[src/rtl/fma_pp_issue_sched_if.sv]
// Handshake bundle between operand requesters / result consumer and the
// FMA pipe issue scheduler.
interface fma_pp_issue_sched_if #(
  parameter int unsigned NREQ       = 4,
  parameter int unsigned PIPE_DEPTH = 4,
  parameter int unsigned TAG_W      = 2,
  parameter int unsigned CNT_W      = 3
);
  logic [NREQ-1:0]       req_valid;
  logic [NREQ-1:0]       req_ready;
  logic [TAG_W-1:0]      issue_sel;
  logic                  issue_valid;
  logic [PIPE_DEPTH-1:0] stage_en;
  logic                  out_valid;
  logic [TAG_W-1:0]      out_tag;
  logic                  out_ready;
  logic                  flush;
  logic                  drain_req;
  logic                  drain_done;
  logic [CNT_W-1:0]      inflight;
  logic                  busy;

  modport master (
    output req_valid, out_ready, flush, drain_req,
    input  req_ready, issue_sel, issue_valid, stage_en, out_valid, out_tag,
           drain_done, inflight, busy
  );

  modport slave (
    input  req_valid, out_ready, flush, drain_req,
    output req_ready, issue_sel, issue_valid, stage_en, out_valid, out_tag,
           drain_done, inflight, busy
  );
endinterface

[src/rtl/fma_pp_issue_sched.sv]
// Round-robin issue scheduler and stage sequencer for a shared FMA mantissa
// pipe: per-stage valid/tag tracking, whole-pipe stall, flush and drain.
module fma_pp_issue_sched #(
  parameter int unsigned NREQ       = 4,
  parameter int unsigned PIPE_DEPTH = 4,
  parameter int unsigned TAG_W      = 2,
  parameter int unsigned CNT_W      = 3
) (
  input  logic                  clk,
  input  logic                  rst_n,
  fma_pp_issue_sched_if.slave   bus
);

  typedef enum logic {RUN, DRAIN} state_e;

  state_e                state_q, state_d;
  logic [PIPE_DEPTH-1:0] v_q, v_d;
  logic [TAG_W-1:0]      tag_q [PIPE_DEPTH];
  logic [TAG_W-1:0]      tag_d [PIPE_DEPTH];
  logic [TAG_W-1:0]      ptr_q, ptr_d;
  logic [CNT_W-1:0]      inflight_q, inflight_d;
  logic                  drained_q, drained_d;

  logic                  stall;
  logic                  eligible;
  logic                  found;
  logic                  drain_done;
  logic [NREQ-1:0]       req_ready;
  logic [TAG_W-1:0]      gnt_idx;
  logic [TAG_W-1:0]      idx;

  // rst_n gates the combinational outputs so they read zero during reset.
  always_comb begin
    stall     = v_q[PIPE_DEPTH-1] & ~bus.out_ready;
    eligible  = rst_n & (state_q == RUN) & ~bus.drain_req & ~stall & ~bus.flush;
    req_ready = '0;
    gnt_idx   = '0;
    idx       = '0;
    found     = 1'b0;
    for (int unsigned i = 0; i < NREQ; i++) begin
      idx = TAG_W'((32'(ptr_q) + i) % NREQ);
      if (eligible && !found && bus.req_valid[idx]) begin
        found          = 1'b1;
        gnt_idx        = idx;
        req_ready[idx] = 1'b1;
      end
    end
  end

  always_comb begin
    v_d   = v_q;
    tag_d = tag_q;
    if (bus.flush) begin
      v_d = '0;
    end else if (!stall) begin
      v_d = {v_q[PIPE_DEPTH-2:0], found};
      for (int unsigned k = 1; k < PIPE_DEPTH; k++) begin
        tag_d[k] = tag_q[k-1];
      end
      tag_d[0] = gnt_idx;
    end

    ptr_d = ptr_q;
    if (found) begin
      ptr_d = (gnt_idx == TAG_W'(NREQ - 1)) ? '0 : gnt_idx + 1'b1;
    end

    inflight_d = '0;
    for (int unsigned k = 0; k < PIPE_DEPTH; k++) begin
      inflight_d = inflight_d + CNT_W'(v_d[k]);
    end

    // An empty pipe in DRAIN cannot shift (no grants), so inflight==0 suffices.
    // drained_q suppresses repeat pulses while drain_req stays high.
    drain_done = (state_q == DRAIN) && (inflight_q == '0) && !drained_q;
    drained_d  = bus.drain_req & (drained_q | drain_done);

    state_d = state_q;
    unique case (state_q)
      RUN:     if (bus.drain_req) state_d = DRAIN;
      DRAIN:   if (inflight_q == '0) state_d = RUN;
      default: state_d = RUN;
    endcase
  end

  always_ff @(posedge clk or negedge rst_n) begin
    if (!rst_n) begin
      state_q    <= RUN;
      v_q        <= '0;
      ptr_q      <= '0;
      inflight_q <= '0;
      drained_q  <= 1'b0;
      for (int unsigned k = 0; k < PIPE_DEPTH; k++) begin
        tag_q[k] <= '0;
      end
    end else begin
      state_q    <= state_d;
      v_q        <= v_d;
      ptr_q      <= ptr_d;
      inflight_q <= inflight_d;
      drained_q  <= drained_d;
      for (int unsigned k = 0; k < PIPE_DEPTH; k++) begin
        tag_q[k] <= tag_d[k];
      end
    end
  end

  assign bus.req_ready   = req_ready;
  assign bus.issue_valid = found;
  assign bus.issue_sel   = gnt_idx;
  assign bus.stage_en    = {PIPE_DEPTH{rst_n & ~stall & ~bus.flush}};
  assign bus.out_valid   = v_q[PIPE_DEPTH-1];
  assign bus.out_tag     = tag_q[PIPE_DEPTH-1];
  assign bus.drain_done  = drain_done;
  assign bus.inflight    = inflight_q;
  assign bus.busy        = |inflight_q;

endmodule

[src/flat_wrapper.sv]
// flat-port wrapper written by rule: the top's interface ports become plain ports
module fma_pp_issue_sched_flat 
#(
  parameter int unsigned NREQ       = 4,
  parameter int unsigned PIPE_DEPTH = 4,
  parameter int unsigned TAG_W      = 2,
  parameter int unsigned CNT_W      = 3
)
  (clk, rst_n, bus_req_valid, bus_out_ready, bus_flush, bus_drain_req, bus_req_ready, bus_issue_sel, bus_issue_valid, bus_stage_en, bus_out_valid, bus_out_tag, bus_drain_done, bus_inflight, bus_busy);
  fma_pp_issue_sched_if #(.NREQ(NREQ), .PIPE_DEPTH(PIPE_DEPTH), .TAG_W(TAG_W), .CNT_W(CNT_W)) bus_i ();
  input  logic clk;
  input  logic rst_n;
  input wire logic [$bits(bus_i.req_valid)-1:0] bus_req_valid;
  input wire logic [$bits(bus_i.out_ready)-1:0] bus_out_ready;
  input wire logic [$bits(bus_i.flush)-1:0] bus_flush;
  input wire logic [$bits(bus_i.drain_req)-1:0] bus_drain_req;
  output wire logic [$bits(bus_i.req_ready)-1:0] bus_req_ready;
  output wire logic [$bits(bus_i.issue_sel)-1:0] bus_issue_sel;
  output wire logic [$bits(bus_i.issue_valid)-1:0] bus_issue_valid;
  output wire logic [$bits(bus_i.stage_en)-1:0] bus_stage_en;
  output wire logic [$bits(bus_i.out_valid)-1:0] bus_out_valid;
  output wire logic [$bits(bus_i.out_tag)-1:0] bus_out_tag;
  output wire logic [$bits(bus_i.drain_done)-1:0] bus_drain_done;
  output wire logic [$bits(bus_i.inflight)-1:0] bus_inflight;
  output wire logic [$bits(bus_i.busy)-1:0] bus_busy;
  assign bus_i.req_valid = bus_req_valid;
  assign bus_i.out_ready = bus_out_ready;
  assign bus_i.flush = bus_flush;
  assign bus_i.drain_req = bus_drain_req;
  assign bus_req_ready = bus_i.req_ready;
  assign bus_issue_sel = bus_i.issue_sel;
  assign bus_issue_valid = bus_i.issue_valid;
  assign bus_stage_en = bus_i.stage_en;
  assign bus_out_valid = bus_i.out_valid;
  assign bus_out_tag = bus_i.out_tag;
  assign bus_drain_done = bus_i.drain_done;
  assign bus_inflight = bus_i.inflight;
  assign bus_busy = bus_i.busy;
  fma_pp_issue_sched #(.NREQ(NREQ), .PIPE_DEPTH(PIPE_DEPTH), .TAG_W(TAG_W), .CNT_W(CNT_W)) u_core (.clk(clk), .rst_n(rst_n), .bus(bus_i));
endmodule
[config.mk]
export PLATFORM = sky130hd
export DESIGN_NAME = fma_pp_issue_sched_flat
export DESIGN_NICKNAME = d
export VERILOG_FILES = /design/src/rtl/fma_pp_issue_sched_if.sv /design/src/rtl/fma_pp_issue_sched.sv /design/src/flat_wrapper.sv
export SDC_FILE = /design/constraint.sdc
export NUM_CORES = 1
export LEC_CHECK = 0
export CAP_MARGIN = 20
export CORE_MARGIN = 4
export CORE_UTILIZATION = 30
export CTS_CLUSTER_DIAMETER = 60
export DETAILED_ROUTE_END_ITERATION = 8
export GPL_TIMING_DRIVEN = 0
export REMOVE_ABC_BUFFERS = 1
export SLEW_MARGIN = 20
export SYNTH_ARGS = -nofsm -noshare
export SYNTH_HDL_FRONTEND = slang
export SYNTH_SLANG_ARGS = --single-unit
[constraint.sdc]
create_clock -name clk -period 2.8 [get_ports clk]
set_input_delay 0.56 -clock clk [delete_from_list [all_inputs] [get_ports clk]]
set_output_delay 0.56 -clock clk [all_outputs]
set_load 0.05 [all_outputs]
# == Word-level counts from Yosys, hierarchy flattened ==
# Index checks and enable logic that the tools add are counted.
# word_totals
register_bits,19
latch_bits,0
ram_bits,0
rom_bits,0
inputBits,9
n_memories,0
# op_classes
n_addsub,7
multipliers,0
n_div,0
n_lt_le_gt_ge,8
n_eq_ne,1
shifts,0
n_mux,34
n_bitwise,17
reduce_logical,20
# op_table
operator,n
4-bit 2-to-1 mux,6
1-bit 2-to-1 mux,14
1-bit logical AND,13
"2-bit by 3-bit less-than comparator with 1-bit output, second input constant",4
4-bit bitwise OR,3
2-bit 2-to-1 mux,5
1-bit AND,8
1-bit binary-select mux with 2-bit select,4
1-bit demux with 2-bit select,4
"2-bit by 1-bit >= comparator with 1-bit output, second input constant",4
3-bit by 1-bit adder with 3-bit output,2
1-bit inverter,5
"2-bit by 1-bit adder with 2-bit output, second input constant",2
"2-bit adder, second input constant",2
1-bit zero test,4
3-bit zero test,1
3-bit OR reduction,1
1-bit by 1-bit adder with 2-bit output,1
"2-bit == test, second input constant",1
1-bit one-hot mux with 2 select lines,1
2-bit AND reduction,1
1-bit bitwise OR,1

# == Logic depth before layout (Yosys ltp) ==
# logic_depth
ltp_word,24
mapped_depth,9

# == Worst setup path after synthesis ==
# OpenSTA, ideal clock, no wires.
# synth_timing
path_type,flip-flop to output port
from,reg (tool-made name)
to,out bus_req_ready[1]
t_arrival_ns,2.674
required_ns,2.240
slack_ns,-0.434
path_stages_with_launch,8
path_cell_list,dfrtp_1 buf_6 inv_1 ha_1 mux4_2 and2b_1 a22oi_1 o21ai_0
# synth_lines
element,line_no,source
"end, declared",flat_wrapper.sv:17,output wire logic [$bits(bus_i.req_ready)-1:0] bus_req_ready;

==> flow_summary.yaml <==
run:
  drv_cap: 0
timing:
  setup_viol: 7
  finClkSkew_ps: 2.96
  hold_viol_final: 0
  maxSlewViolCount: 0
  tightest_slew_ps: 508
  setup_tns_ps: -455
  fin_crit_sh_pct: 104
  fmax_mhz: 345
  rsz0062_at_grt: "true"
  setup_ws_ps: -100
  slew-limit-headroom_pct: 66.0
  period_minus_slack_ps: 2900
detailed_routing:
  ant_nets: 0
  wl_um: 2880
  wl_per_cell_um: 14.0
  drtIter0Drc: 48
  drcViolationCount: 0
  vias: 1048
  drt_pass1_iterations: 4
  routed_via_density: 5.11
worst_setup_path:
  arrival_ps: 3100
  crit_chain: "inv_2, ha_4, buf_4, mux4_2, buf_4, o41ai_4, a21oi_2, ha_1, fa_2, ha_4"
  critPathKind: "register to register"
  r2r_slack_ps: -100
  critPathCapture: "u_core.bus.inflight[1]$_DFF_PN0_"
  slowest_stage: "o41ai_4"
  slowest_delay_ps: 440
  rr_endpoint: "u_core.bus.inflight[1]$_DFF_PN0_"
  crit_path_end_kind: "register"
  worstPathRequired_ps: 3000
  rr_worst_depth: 10
  cp-start-kind: "register"
  path_max_fanout: 3
synthesis:
  muxShareOfSynthArea_pct: 15.0
  synth_compound_area_share_pct: 17.7
  synth_top_family_by_area: "compound AO/OA/AOI/OAI gates"
  synth-adder-area-share_pct: 7.61
  synth_area_um2: 1250
  synth-main-ff-cell: "dfrtp_1"
  synth-edff-count: 0
  ys_ff_latch: 19
  synth-simple-area-share_pct: 13.1
  async_flop_share_pct: 100
  synth_warnings: 0
  ys_seq_area_share_pct: 38.0
  syn_avg_cell_area_um2: 11.1
  ys_types: 38
  synth-xor-area-share_pct: 0.701
  netlist_instances: 113
power_and_ir_drop:
  p_per_area_nw_per_um2: 887
  p_switching_uw: 688
  seq_power_share_pct: 23.0
  vdd.ir_drop.worst_mv: 0.266
  pwr-share-clk_pct: 11.5
  p_int_uw: 949
  power_frac_comb_pct: 65.5
  swShare_pct: 42.0
  p_leak_nw: 0.821
cells_and_area:
  synthToLayoutAreaGrowth_pct: 47.6
  drive_gt1_share_pct: 48.4
  fin_area_um2: 1850
  fin_nets: 172
  diodes: 0
clocking:
  cts_buffers: 3
  clk_pin_slew_ps: 70
  hold_buffers: 0
  cts_tree: "done"
  cts_sinks: 19
  cts_max_level: 1
  cts_root_buf: "clkbuf_8"
  clock_latency_ps: 250
  clockBufferDepth: 2
floorplan:
  num_io_pins: 28
  dieArea_um2: 5260
  coreArea_um2: 4030
  num_rows: 23
  dieWidth_um: 72.6
  start_util_pct: 31.0
  die_h_um: 72.6
global_routing:
  grt_antenna_before_repair: 0
  grt_usage_pct: 11.7
  grt_pass1_wl_um: 4870
  grt_overflow: 0
  grt_max_degree: 22
  grt_pass1_vias: 1041
status:
  status: "finished with violations"
  violations: "negative setup slack"
hold_path:
  min_path_type: "input pin to asynchronous set/reset pin"
placement:
  dp_hpwl_um: 1960
  port-buffer-count: 27
  dpl-instance-area_um2: 1500
  gp_congestion: 0.840
kinds of logic after synthesis:
family                     after synthesis
buffers and inverters                   14
DFF                                     19
adders and majority gates                7
muxes                                   13
and+or+nand+nor                         30
AOI/OAI and AO/OA                       29
xor gates and xnor gates                 1
cell usage in the layout (no fill, tap or decap), types with 2 or more instances in the layout:
cell and instances:
a21o_1 3, a21oi_1 2, a22oi_1 4, a22oi_2 4
and3_4 2, buf_4 19, buf_6 8, clkbuf_8 3
clkdlybuf4s15_1 2, clkdlybuf4s15_2 4, clkdlybuf4s50_1 10, dfrtp_1 17
dfrtp_2 2, dlygate4sd2_1 2, ha_1 4, ha_4 2
inv_2 3, mux2_2 6, mux2i_1 3, mux4_2 4
nand2_1 7, nand3b_1 2, nor2_1 6, nor2_4 2
nor2b_2 3, nor3b_2 2, o211ai_1 2, o21a_1 2
o21ai_1 3, o21ai_2 2
state kept, by name, summed over array words and instances, names as in the netlist, named ones only:
signal               flops
u_core.drained_q         1
u_core.ptr_q             1
u_core.tag_q             6
u_core.bus.out_tag       2
u_core.state_q           1
u_core.v_q               4
u_core.bus.inflight      3
cell usage after synthesis (2+ instances only):
cell	n	area [µm²]
nor2b_1	3	18.8
o21ai_1	2	10.0
mux4_2	4	90.1
dfrtp_1	19	475
and3_1	2	12.5
ha_1	6	75.1
o211ai_1	2	15.0
mux2_2	6	67.6
a21oi_1	3	15.0
buf_6	2	22.5
a22oi_1	8	60.1
nand2_1	7	26.3
o21ai_0	3	15.0
nand3b_1	2	15.0
o21a_1	2	15.0
nor2_1	8	30.0
mux2i_1	3	30.0
inv_2	2	7.51
nor3b_1	2	15.0
a21o_1	3	22.5
buf_4	5	37.5
inv_1	3	11.3
worst min path at each step:
| stage | to | slack [ps] |
|---|---|---|
| final | u_core.drained_q$_DFF_PN0_ | 170 |
| after global routing | u_core.state_q$_DFF_PN0_ | 180 |
| after CTS | u_core.drained_q$_DFF_PN0_ | 180 |
| after detailed placement | u_core.tag_q[7]$_DFFE_PN0P_ | 470 |
| after global placement | u_core.tag_q[7]$_DFFE_PN0P_ | 460 |
| after floorplan | asynchronous set/reset pin | 260 |
layout make-up:
class                      count  area, µm²
sequential                    19        478
timing repair buffer          47        443
fill                         387       2180
multi-input combinational     80        796
inverter                       5       21.3
clock buffer                   4       45.0
tap                           50       62.6
per-stage QoR:
stage	hold slack (ps)	setup WS (ps)	cells	total power [mW]	util, %
finish	166	-100	205	1.64	45.8
global route	180	-169	205	1.74	45.8
CTS	177	-90.5	200	1.56	44.0
detailed placement	467	-1710	181	1.10	37.3
global placement	462	-1590	181	1.08	37.3
floorplan	264	-545	104	0.927	-
timing repair:
action                                  CTS  global route
resized for setup                       101             9
setup buffers                            15             6
endpoints found under the setup margin   18            14
pin swaps                                 9             7
metal layers:
| metal | track usage (%) | routed length, µm |
|---|---|---|
| met2 | 20.6 | 1540 |
| met3 | 2.49 | 113 |
| met1 | 14.0 | 1140 |
| met4 | 4.10 | 82 |
| met5 | 0 | 0 |
power groups by stage:
stage / Clock (mW) / Sequential [mW] / Combinational, mW
floorplan: 0 / 0.432 / 0.495
global placement: 0 / 0.413 / 0.663
detailed placement: 0 / 0.418 / 0.686
CTS: 0.194 / 0.377 / 0.992
global route: 0.206 / 0.387 / 1.15
finish: 0.188 / 0.377 / 1.07
critical path, delay by kind of cell (launching register included):
family                     cells  cell delay [ps]
DFF                            1              410
AOI/OAI and AO/OA              2              570
buffers and inverters          3              380
adders and majority gates      4             1180
muxes                          1              310
No activity file was read; power rests on OpenSTA's default activity.
==> edit: new RTL, config.mk and constraints unchanged <==
`TAG_W` is set to 2 in 3 places; all go to 4.
--- a/src/rtl/fma_pp_issue_sched_if.sv
+++ b/src/rtl/fma_pp_issue_sched_if.sv
@@ -5,3 +5,3 @@
   parameter int unsigned PIPE_DEPTH = 4,
-  parameter int unsigned TAG_W      = 2,
+  parameter int unsigned TAG_W      = 4,
   parameter int unsigned CNT_W      = 3
--- a/src/rtl/fma_pp_issue_sched.sv
+++ b/src/rtl/fma_pp_issue_sched.sv
@@ -5,3 +5,3 @@
   parameter int unsigned PIPE_DEPTH = 4,
-  parameter int unsigned TAG_W      = 2,
+  parameter int unsigned TAG_W      = 4,
   parameter int unsigned CNT_W      = 3
--- a/src/flat_wrapper.sv
+++ b/src/flat_wrapper.sv
@@ -5,3 +5,3 @@
   parameter int unsigned PIPE_DEPTH = 4,
-  parameter int unsigned TAG_W      = 2,
+  parameter int unsigned TAG_W      = 4,
   parameter int unsigned CNT_W      = 3
Interface: changed (resized bus_issue_sel and bus_out_tag); port bits go from 28 to 32. No check against the original RTL was run, so the function may have changed too.
==> edit against the original RTL <==
- final cell count fell by 1.5%
- synthesized cell count is 3.5% higher
- first-iteration DRC count fell by 19%
- combinational power is 7% lower
- setup slack got worse by 0.0050 ns
- sequential cell count unchanged
- synthesized area grew 1.8%
- total power fell by 5.0%
- sequential power is essentially flat
- via count is 0.19% higher
- clock skew grew 0.00079 ns
- design area is 5.8% lower
- routed wire length up 2.4%
- the flow still finishes with violations (negative setup slack)
- non-clock buffer count decreased by 7
- highest routed layer unchanged
==> edit: results (changes against the original RTL) <==
Clocking
  – Htree depth: 1 (unchanged)
  – Setup bufs post-CTS: 12 (-3)
  – CTS resizes: 84 (-17%)

GRT
  – All-Layer GR Usage: 11.3% (-0.38 points)
  – Routing usage on met2: 20.0% (-0.68 points)
  – First-pass GRT wire length: 4.82 mm (-0.99%)
  – Met1 Usage GRT: 13.9% (-0.11 points)

Setup path
  – CP peak stage delay: 0.61 ns (+0.17 ns)
  – Worst Path Arrival: 2.35 ns (-0.75 ns)
  – Slowest CP cell: mux4_2
  – Worst-path fanout max: 5 (+2)

Drt
  – Met3 wire length: 176 um (+56%)
  – Vias per cell: 5.20 (+1.7%)
  – Vias: 1,050 (+0.19%)
  – Top Layer Used: met4
  – DRT met1 WL: 1.24 mm (+8.5%)
  – Average wire per standard cell: 14.6 um (+3.9%)
  – Drt pass-1 iters: 6 (+2)
  – WL met2: 1.52 mm (-1.4%)
  – Initial DRC Count: 39 (-19%)

Status
  – Failing checks: negative setup slack
  – Outcome: finished with violations

Timing
  – Setup TNS: -0.388 ns (+0.0671 ns)
  – Relative slew margins: 66.2% (+0.21 points)
  – Endpoints failing setup: 7 (unchanged)
  – Final clock skew: 0.00375 ns (+0.000791 ns)
  – Worst Slack Setup Final: -0.105 ns (-0.00503 ns)

Synth
  – Largest cells by area after synthesis: dfrtp_1 37%, mux4_2 7.1%, buf_4 5.9%
  – Post-Synthesis Cells: 117 (+3.5%)
  – Adder-cell share of the synthesized area: 7.47% (-0.13 points)
  – XOR/XNOR Fraction of Synth Area: 0.688% (-0.012 points)
  – Most instantiated cells after synthesis: 19 x dfrtp_1, 10 x buf_4, 8 x a22oi_1, 8 x nor2_1, 7 x nand2_1
  – Unique masters post-synth: 37 (-2.6%)
  – Complex-gate fraction of the synthesized area: 17.4% (-0.31 points)
  – Post-synthesis mux area share: 14.7% (-0.27 points)
  – Register area share after synthesis: 37.4% (-0.67 points)

Placed design
  – Placer Congestion: 0.918 (+9.3%)
  – Placed Cells: 185 (+2.2%)
  – Final HPWL DP: 2.06 mm (+5.0%)
  – Setup Slack @ Placement: -1.58 ns (+0.127 ns)

Power and ir drop
  – Leakage: 0.791 nW (-3.5%)
  – Seq pwr: 378 uW (about the same)
  – Psw: 684 uW (-0.61%)
  – Clock network power share: 12.0% (+0.5 points)
  – Pwr Total: 1.56 mW (-5.0%)

Layout
  – Layout cell share with drive strength beyond 1: 42.1% (-6.3 points)
  – Nets: 169 (-1.7%)
==> edit: cell count changes in the layout (fill, tap and decap cells not counted), sizes merged, moves of 4 or more <==
| cell | before | now |
|---|---|---|
| buf | 28 | 20 |
| clkbuf | 4 | 9 |
| clkdlybuf4s15 | 6 | 1 |
| conb | 0 | 4 |
==> edit: path summary, 6_finish.rpt <==
check | startpoint | to | slack [ns] | cells after the start
max | u_core.ptr_q[1]$_DFFE_PN0N_ | bus_req_ready[2] | -0.11 | 8
min | rst_n | u_core.v_q[3]$_DFF_PN0_ | 0.21 | 1
max reg2reg | u_core.ptr_q[1]$_DFFE_PN0N_ | u_core.bus.inflight[1]$_DFF_PN0_ | -0.05 | 8
min reg2reg | u_core.tag_q[13]$_DFFE_PN0P_ | u_core.tag_q[13]$_DFFE_PN0P_ | 0.48 | 1
max in group asynchronous | rst_n | u_core.ptr_q[1]$_DFFE_PN0N_ | 2.36 | 1
min in group clk | u_core.tag_q[13]$_DFFE_PN0P_ | u_core.tag_q[13]$_DFFE_PN0P_ | 0.48 | 1
==> edit: stage by stage <==
step	area (um2)	hold slack [ns]
after floorplan	1190	0.264
after global placement	1520	0.455
after detailed placement	1520	0.468
after CTS	1710	0.260
after global routing	1740	0.220
final	1740	0.208
==> edit: logic make-up after synthesis <==
| kind of cell | Yosys count |
|---|---|
| xor gates and xnor gates | 1 |
| buffers and inverters | 17 |
| adders and majority gates | 7 |
| AOI/OAI and AO/OA | 29 |
| DFF | 19 |
| muxes | 13 |
| and+or+nand+nor | 30 |
| other | 1 |
==> edit: area by class of cell <==
class,instances,area (um2)
fill,381,2320
multi-input combinational,84,778
sequential,19,478
timing repair buffer,40,354
tap,50,62.6
clock buffer,4,45.0
inverter,5,21.3
